===== config.mk =====
export PLATFORM = sky130hd
export DESIGN_NAME = msrv32_pipe_stage_reg
export DESIGN_NICKNAME = d
export VERILOG_FILES = /design/src/rtl/msrv32_pkg.sv /design/src/rtl/msrv32_pipe_stage_reg.sv
export SDC_FILE = /design/constraint.sdc
export NUM_CORES = 1
export LEC_CHECK = 0
export CORE_ASPECT_RATIO = 0.9
export CORE_MARGIN = 2
export CORE_UTILIZATION = 55
export CTS_CLUSTER_DIAMETER = 120
export CTS_CLUSTER_SIZE = 12
export DETAILED_ROUTE_END_ITERATION = 10
export PLACE_DENSITY = 0.85
export SLEW_MARGIN = 15
export SYNTH_ARGS = -nofsm -noshare
export SYNTH_HDL_FRONTEND = slang
export SYNTH_SLANG_ARGS = --single-unit

===== constraint.sdc =====
create_clock -name ms_risc32_mp_clk_in -period 4.4 [get_ports ms_risc32_mp_clk_in]
set_clock_uncertainty 0.05 [all_clocks]
set_input_delay 0.44 -clock ms_risc32_mp_clk_in [delete_from_list [all_inputs] [get_ports ms_risc32_mp_clk_in]]
set_output_delay 0.44 -clock ms_risc32_mp_clk_in [all_outputs]
set_load 0.02 [all_outputs]

===== src/rtl/msrv32_pkg.sv =====
// Shared msrv32 definitions: stage occupancy encodings and the
// decode/execute payload field layout used to pack the stage bus.
package msrv32_pkg;

   localparam logic [1:0] OCC_EMPTY = 2'd0;
   localparam logic [1:0] OCC_MAIN  = 2'd1;
   localparam logic [1:0] OCC_FULL  = 2'd2;

   // Stage state doubles as the occupancy count.
   typedef enum logic [1:0] {
      ST_EMPTY = OCC_EMPTY,
      ST_MAIN  = OCC_MAIN,
      ST_FULL  = OCC_FULL
   } stage_state_t;

   // Decode/execute payload field widths.
   localparam int RD_ADDR_W    = 5;
   localparam int CSR_ADDR_W   = 12;
   localparam int RS1_W        = 32;
   localparam int RS2_W        = 32;
   localparam int PC_W         = 32;
   localparam int PC_PLUS_4_W  = 32;
   localparam int IADDER_W     = 32;
   localparam int ALU_OPCODE_W = 4;
   localparam int LOAD_SIZE_W  = 2;
   localparam int IMM_W        = 32;
   localparam int CTRL_W       = 8;

   // Field offsets, packed LSB first in the order listed above.
   localparam int RD_ADDR_LSB    = 0;
   localparam int CSR_ADDR_LSB   = RD_ADDR_LSB    + RD_ADDR_W;
   localparam int RS1_LSB        = CSR_ADDR_LSB   + CSR_ADDR_W;
   localparam int RS2_LSB        = RS1_LSB        + RS1_W;
   localparam int PC_LSB         = RS2_LSB        + RS2_W;
   localparam int PC_PLUS_4_LSB  = PC_LSB         + PC_W;
   localparam int IADDER_LSB     = PC_PLUS_4_LSB  + PC_PLUS_4_W;
   localparam int ALU_OPCODE_LSB = IADDER_LSB     + IADDER_W;
   localparam int LOAD_SIZE_LSB  = ALU_OPCODE_LSB + ALU_OPCODE_W;
   localparam int IMM_LSB        = LOAD_SIZE_LSB  + LOAD_SIZE_W;
   localparam int CTRL_LSB       = IMM_LSB        + IMM_W;
   localparam int DEC_EXE_W      = CTRL_LSB       + CTRL_W;

   // Occupancy count for a given stage state.
   function automatic logic [1:0] state_to_occ(input stage_state_t st);
      return logic'(st == ST_FULL) ? OCC_FULL :
             (st == ST_MAIN)       ? OCC_MAIN : OCC_EMPTY;
   endfunction

endpackage


===== src/rtl/msrv32_pipe_stage_reg.sv =====
// Handshaked pipeline stage register with a 2-entry (main + skid) buffer
// and synchronous flush. in_ready_out is fully registered so there is no
// combinational path from out_ready_in back upstream.
module msrv32_pipe_stage_reg
   import msrv32_pkg::*;
#(
   parameter int         DATA_W         = 32,
   parameter bit         CLEAR_ON_FLUSH = 1'b0,
   parameter logic [255:0] RESET_DATA   = '0
) (
   input  logic              ms_risc32_mp_clk_in,
   input  logic              ms_risc32_mp_rst_in,
   input  logic              flush_in,
   input  logic              in_valid_in,
   input  logic [DATA_W-1:0] in_data_in,
   output logic              in_ready_out,
   output logic              out_valid_out,
   output logic [DATA_W-1:0] out_data_out,
   input  logic              out_ready_in,
   output logic [1:0]        occupancy_out
);

   localparam logic [DATA_W-1:0] RST_DATA = RESET_DATA[DATA_W-1:0];

   stage_state_t      r_state;
   stage_state_t      w_state_nxt;
   logic [DATA_W-1:0] r_main;
   logic [DATA_W-1:0] r_skid;
   logic [DATA_W-1:0] w_main_nxt;
   logic [DATA_W-1:0] w_skid_nxt;
   logic              r_out_valid;
   logic              r_in_ready;
   logic [1:0]        r_occ;
   logic              w_xfer_in;
   logic              w_xfer_out;

   assign w_xfer_in  = in_valid_in & r_in_ready;
   assign w_xfer_out = r_out_valid & out_ready_in;

   // Next state and payload: FIFO order, main is always the head entry.
   always_comb begin
      w_state_nxt = r_state;
      w_main_nxt  = r_main;
      w_skid_nxt  = r_skid;
      unique case (r_state)
         ST_EMPTY: begin
            if (w_xfer_in) begin
               w_state_nxt = ST_MAIN;
               w_main_nxt  = in_data_in;
            end
         end
         ST_MAIN: begin
            if (w_xfer_in && w_xfer_out) begin
               w_main_nxt = in_data_in;
            end else if (w_xfer_in) begin
               w_state_nxt = ST_FULL;
               w_skid_nxt  = in_data_in;
            end else if (w_xfer_out) begin
               w_state_nxt = ST_EMPTY;
            end
         end
         ST_FULL: begin
            if (w_xfer_out) begin
               w_state_nxt = ST_MAIN;
               w_main_nxt  = r_skid;
            end
         end
         default: w_state_nxt = ST_EMPTY;
      endcase
      // Flush overrides every handshake; a same-cycle input is dropped.
      if (flush_in) begin
         w_state_nxt = ST_EMPTY;
         w_main_nxt  = CLEAR_ON_FLUSH ? '0 : r_main;
         w_skid_nxt  = CLEAR_ON_FLUSH ? '0 : r_skid;
      end
   end

   // State, payload and registered status outputs.
   always_ff @(posedge ms_risc32_mp_clk_in) begin
      if (ms_risc32_mp_rst_in) begin
         r_state     <= ST_EMPTY;
         r_main      <= RST_DATA;
         r_skid      <= RST_DATA;
         r_out_valid <= 1'b0;
         r_in_ready  <= 1'b1;
         r_occ       <= OCC_EMPTY;
      end else begin
         r_state     <= w_state_nxt;
         r_main      <= w_main_nxt;
         r_skid      <= w_skid_nxt;
         r_out_valid <= (w_state_nxt != ST_EMPTY);
         r_in_ready  <= (w_state_nxt != ST_FULL);
         r_occ       <= state_to_occ(w_state_nxt);
      end
   end

   assign in_ready_out  = r_in_ready;
   assign out_valid_out = r_out_valid;
   assign out_data_out  = r_main;
   assign occupancy_out = r_occ;

endmodule


Word-level counts from Yosys, hierarchy flattened
Index checks and enable logic that the tools add are counted.

Register bits after elaboration: 70. Output and inout port bits: 36. Memories: 0. Memory bits (writable): 0. Latch bits: 0. Logic and storage cells: 39. Memory bits (read-only): 0. Input port bits: 37.

Order comparisons: 0. Reductions and logical operators: 7. Bitwise gates (word level): 4. Mux-type cells: 13. $add $sub $neg: 0. $mul: 0. Div/mod/pow operators: 0. Shifts and indexed selects: 0. Equality and inequality tests: 8.

Operator list (count): 32-bit two-way mux (3); 32-bit case mux with 3 select lines (1); 2-bit two-way mux (7); 2-bit != test (second input constant) (4); 2-bit case mux with 3 select lines (1); 5-bit AND reduction (1); 2-bit by 1-bit == test with 1-bit output (second input constant) (2); 2-bit == test (second input constant) (2); 4-bit AND reduction (1); 3-bit nonzero test (1); 1-bit AND (2); 2-bit logical NOT (1); 1-bit inverter (2); 2-bit nonzero test (1); 2-bit OR reduction (1); 1-bit logical AND (1); 1-bit two-way mux (1).

Longest topological paths before layout
Depth after elaboration: 9. Mapped depth: 5. Mapped depth without buffers: 3.

Least setup slack after synthesis
Ideal clock, no wire load.

Path type: reg-to-reg. From: register r_out_valid (netlist: out_valid_out). To: register r_main[26] (netlist: out_data_out[26]). Buffers on the path: 2. Required time: 4.271 ns. Library setup time: 0.079 ns. Period minus slack after synthesis: 1.531 ns. Data arrival time: 1.402 ns. Setup slack: 2.869 ns. Stages on the path, launching flop included: 6. Cells stage by stage: dfxtp_1 and4b_1 buf_2 buf_2 a221oi_1 a211oi_2.

Word-level cells in the longest chain between the ends: 4. Elaborated cells between the ends (all ways): 5. Those cells by class: eq/ne: 2; bitwise: 1; reduce/logical: 2.

Ends and longest elaborated chain: start: declaration (RTL line msrv32_pipe_stage_reg.sv:31) `logic r_out_valid;`; start signal: assignment (RTL line msrv32_pipe_stage_reg.sv:91) `r_out_valid <= (w_state_nxt != ST_EMPTY);`; 1-bit AND * (RTL line msrv32_pipe_stage_reg.sv:38) `assign w_xfer_out = r_out_valid & out_ready_in;`; 1-bit logical AND (RTL line msrv32_pipe_stage_reg.sv:53) `if (w_xfer_in && w_xfer_out) begin`; 2-bit != test (no source line); 5-bit AND reduction (no source line) *; end signal: assignment (RTL line msrv32_pipe_stage_reg.sv:89) `r_main <= w_main_nxt;`; end: declaration (RTL line msrv32_pipe_stage_reg.sv:27) `logic [DATA_W-1:0] r_main;`.

Mark *: on every way between the ends. The rest lies on a longest branch, timed or not. A chain may end at the register's enable or synchronous reset.

Worst setup path in the final report
From: input port out_ready_in. To: register r_skid[13].

Word-level cells in the longest chain between the ends: 4.

Ends and longest elaborated chain: start: declaration (RTL line msrv32_pipe_stage_reg.sv:19) `input logic out_ready_in,`; 1-bit AND (RTL line msrv32_pipe_stage_reg.sv:38); 1-bit logical AND (RTL line msrv32_pipe_stage_reg.sv:53); 1-bit inverter (no source line); 4-bit AND reduction (no source line); end signal: assignment (RTL line msrv32_pipe_stage_reg.sv:90) `r_skid <= w_skid_nxt;`; end: declaration (RTL line msrv32_pipe_stage_reg.sv:28) `logic [DATA_W-1:0] r_skid;`.

Every way passes these cells.

==> results by group <==
Logic synthesis
  • Ys flop type: dfxtp_1
  • Sequential area share after synthesis: between 40% and 50%
  • Count leader, synth: dfxtp_1
  • Mapped Cells: 327
  • Post-synth EDFFs: 0
  • Post-synth top area cell: dfxtp_1
  • Seq cells post-synth: 70
  • Top cells by area, synth: dfxtp_1 (41%), a211oi_2 (11%), mux2i_1 (9.7%), a221oi_2 (8.8%), a21oi_1 (4.7%)
  • Yosys top cell area share: roughly two fifths
  • Post-synthesis async set-or-reset flop share: 0%
  • Top post-synthesis cells by count: dfxtp_1 (70), mux2i_1 (33), a21oi_1 (32), nand3_1 (32), a211oi_2 (30)
  • Mapped Nets: 364
  • Mean Syn Cell Area: ~10 um2
  • YS warnings: 0
  • Mapped cell area: approximately 3400 um2
  • Distinct cells, synth: 28

Worst setup path
  • Crit-path max FO: 34
  • CP Depth: 5
  • CP max stage cell: a21bo_2
  • CP endpoint kind: flip-flop
  • CP delay by family, top: buffers and inverters
  • Reg-to-reg startpoint: r_state[0]
  • Req. time, crit path: 4.61 ns
  • R2R depth: 4
  • Crit path capture: r_skid[13]
  • Reg2reg setup slack: ~2.1 ns
  • CP Class: input port to flip-flop
  • CP Launch Point: out_ready_in
  • Crit path launch type: input port
  • Crit path DAT: ~2.6 ns
  • CP cell instances: clkdlybuf4s50_1 > a21bo_2 > buf_4 > o21ai_0 > a21oi_1
  • Reg-to-reg endpoint: out_data_out[24]
  • WP buf/inv: 2
  • Max incr delay on CP: ~0.63 ns

Clocking
  • Clk slew on worst S/H paths: around 0.070 ns
  • TritonCTS clock tree: built
  • CTS sink cnt: 70
  • CTS buffer count: 9
  • CTS Hold Buffers Added: 0
  • Clk_lat worst skew: roughly 0.34 ns
  • Cts repair resizes: 0
  • H-tree depth: 3
  • Clk root buf: clkbuf_8
  • Post-CTS Repair Setup Buffers: 0
  • CTS max path bufs: 2

Run status
  • Outcome: complete, no violations

Global routing
  • Initial antenna violation count: 0
  • First-pass GRT wire length: roughly 14000 um
  • Vias in the first global route: roughly 2800
  • GRT Total Usage: between 20 and 30%
  • Largest net degree at the start of global routing: 44
  • GRT overflow: 0

Timing
  • Fmax: 413.8 MHz
  • Worst rel slew slack: between 20% and 30%
  • Period utilisation layout: 54.93%
  • Slew Viols, Final: 0
  • Least-Margin Pin Slew: roughly 1.2 ns
  • Final Hold Vio Count: 0
  • RSZ-0062 raised after global routing: no
  • Sum Neg Setup Slack: 0 ns
  • Setup-violating endpoint count in the final report: 0
  • Post-layout minimum cycle time: 2.417 ns
  • Final WS setup: between 1.5 and 2 ns
  • Hold WS: 0.4235 ns

Layout
  • P&R area growth vs syn: 23.75%
  • Layout cells sized above 1: between 20% and 30%
  • Final nets: about 400
  • Finished Layout Cells: about 450
  • # diodes: 0

Placement
  • I/O Buffers: 72
  • DP HPWL: 5047 um
  • Post-Place Setup Slack: 1.682 ns
  • Dpl cells: approximately 440
  • Routability Congestion: between 0.8 and 0.9

Pwr
  • Power per cell area: between 300 and 400 nW/um2
  • Leak pwr: around 1.6 nW
  • Design Power: 1.412 mW
  • Worst vdd ir: about 0.17 mV

Floorplan
  • Die H: roughly 80 um
  • Initial Util: 56.36%
  • Core area: 6047 um2
  • Total die area: 6844 um2
  • Chip Width: between 80 and 90 um
  • I/O pins: between 70 and 80
  • # rows: 27

Min path
  • Worst Hold Class: flip-flop to flip-flop

Route
  • Vias per Instance: between 6 and 7
  • Post-Route WL: around 8500 um
  • Wire length per cell: roughly 19 um
  • Vias: 2905
  • Drt pass-1 iters: 5
  • Initial DRC Count: 209
  • DRC Markers: 0
  • DRT antenna net count: 0

Flow run
  • Total of max-cap violations: 0
==> worst register-to-register path: stages (launching register included) <==
cell and delay, ns:
dfxtp_1 0.41, clkinv_1 0.56, buf_4 0.47, a22o_4 0.45, a211oi_1 0.28
==> flip-flops by register name, indices dropped and copies added, names as in the netlist <==
| register | flops |
|---|---|
| occupancy_out | 2 |
| r_state | 2 |
| out_valid_out | 1 |
| out_data_out | 32 |
| in_ready_out | 1 |
| r_skid | 32 |
==> how the worst min path moves through the flow <==
stage	from	endpoint	slack, ns	cells after the start
2_1_floorplan	r_skid[0]	r_skid[0]	0.40	2
3_3_place_gp	r_skid[9]	r_skid[9]	0.41	2
3_5_place_dp	r_skid[19]	r_skid[19]	0.42	2
4_1_cts	r_skid[19]	r_skid[19]	0.43	2
5_1_grt	r_skid[8]	r_skid[8]	0.45	2
6_report	r_skid[28]	r_skid[28]	0.42	2
==> cell type report <==
cell class	count	area, um2
Sequential cell	70	1401
Tap cell	72	90.09
Multi-Input combinational cell	214	1787
Fill cell	454	1829
Clock inverter	1	5.005
Clock buffer	14	162.7
Timing Repair Buffer	79	768.2
Inverter	1	3.754
==> placed cells by master (no fill, tap or decap) <==
master and count:
clkdlybuf4s50_1 71, dfxtp_1 70, mux2i_1 33, nand3_1 32, a21oi_1 32, a211oi_2 30
o21ai_0 24, a221oi_2 20, a221oi_1 14, clkbuf_8 11, o21ai_1 9, buf_4 7
nand2_1 3, a211oi_1 3, clkbuf_1 3, nor3_1 2, a22o_1 2, a21bo_2 1
and4bb_4 1, and4b_2 1, clkinv_1 1, a22o_4 1, nand2b_2 1, a21boi_2 1
nand4bb_1 1, nand3b_1 1, a21o_1 1, a221o_1 1, clkinv_2 1, buf_2 1
==> per-layer routing <==
metal  GRT usage [%]  wire length, um  up-vias
met3           6.099              529       16
li1                -                -     1371
met2           40.84             4113      108
met5               0                0        -
met4           11.72              179        0
met1           33.16             3651     1410
==> kinds of logic (layout without fill, tap and decap cells) <==
| group | after synthesis | count (layout) | synth area share (%) |
|---|---|---|---|
| compound gates | 139 | 139 | 35.68 |
| flops | 70 | 70 | 41.12 |
| buf+inv | 43 | 95 | 6.791 |
| simple gates | 42 | 42 | 6.718 |
| mux | 33 | 33 | 9.692 |
==> metrics by stage <==
step	utilization, %	instance area (um2)
floorplan	-	3408
global placement	66.98	4050
detailed placement	66.98	4050
CTS	69.75	4218
global route	69.75	4218
finish	69.75	4218
==> report_power, final <==
part | internal, mW | total, mW | switching [mW]
clock | 0.232 | 0.455 | 0.223
sequential | 0.662 | 0.684 | 0.0217
combinational | 0.127 | 0.274 | 0.146
total | 1.02 | 1.41 | 0.391
Note: power is estimated with default switching activity, not from simulation.
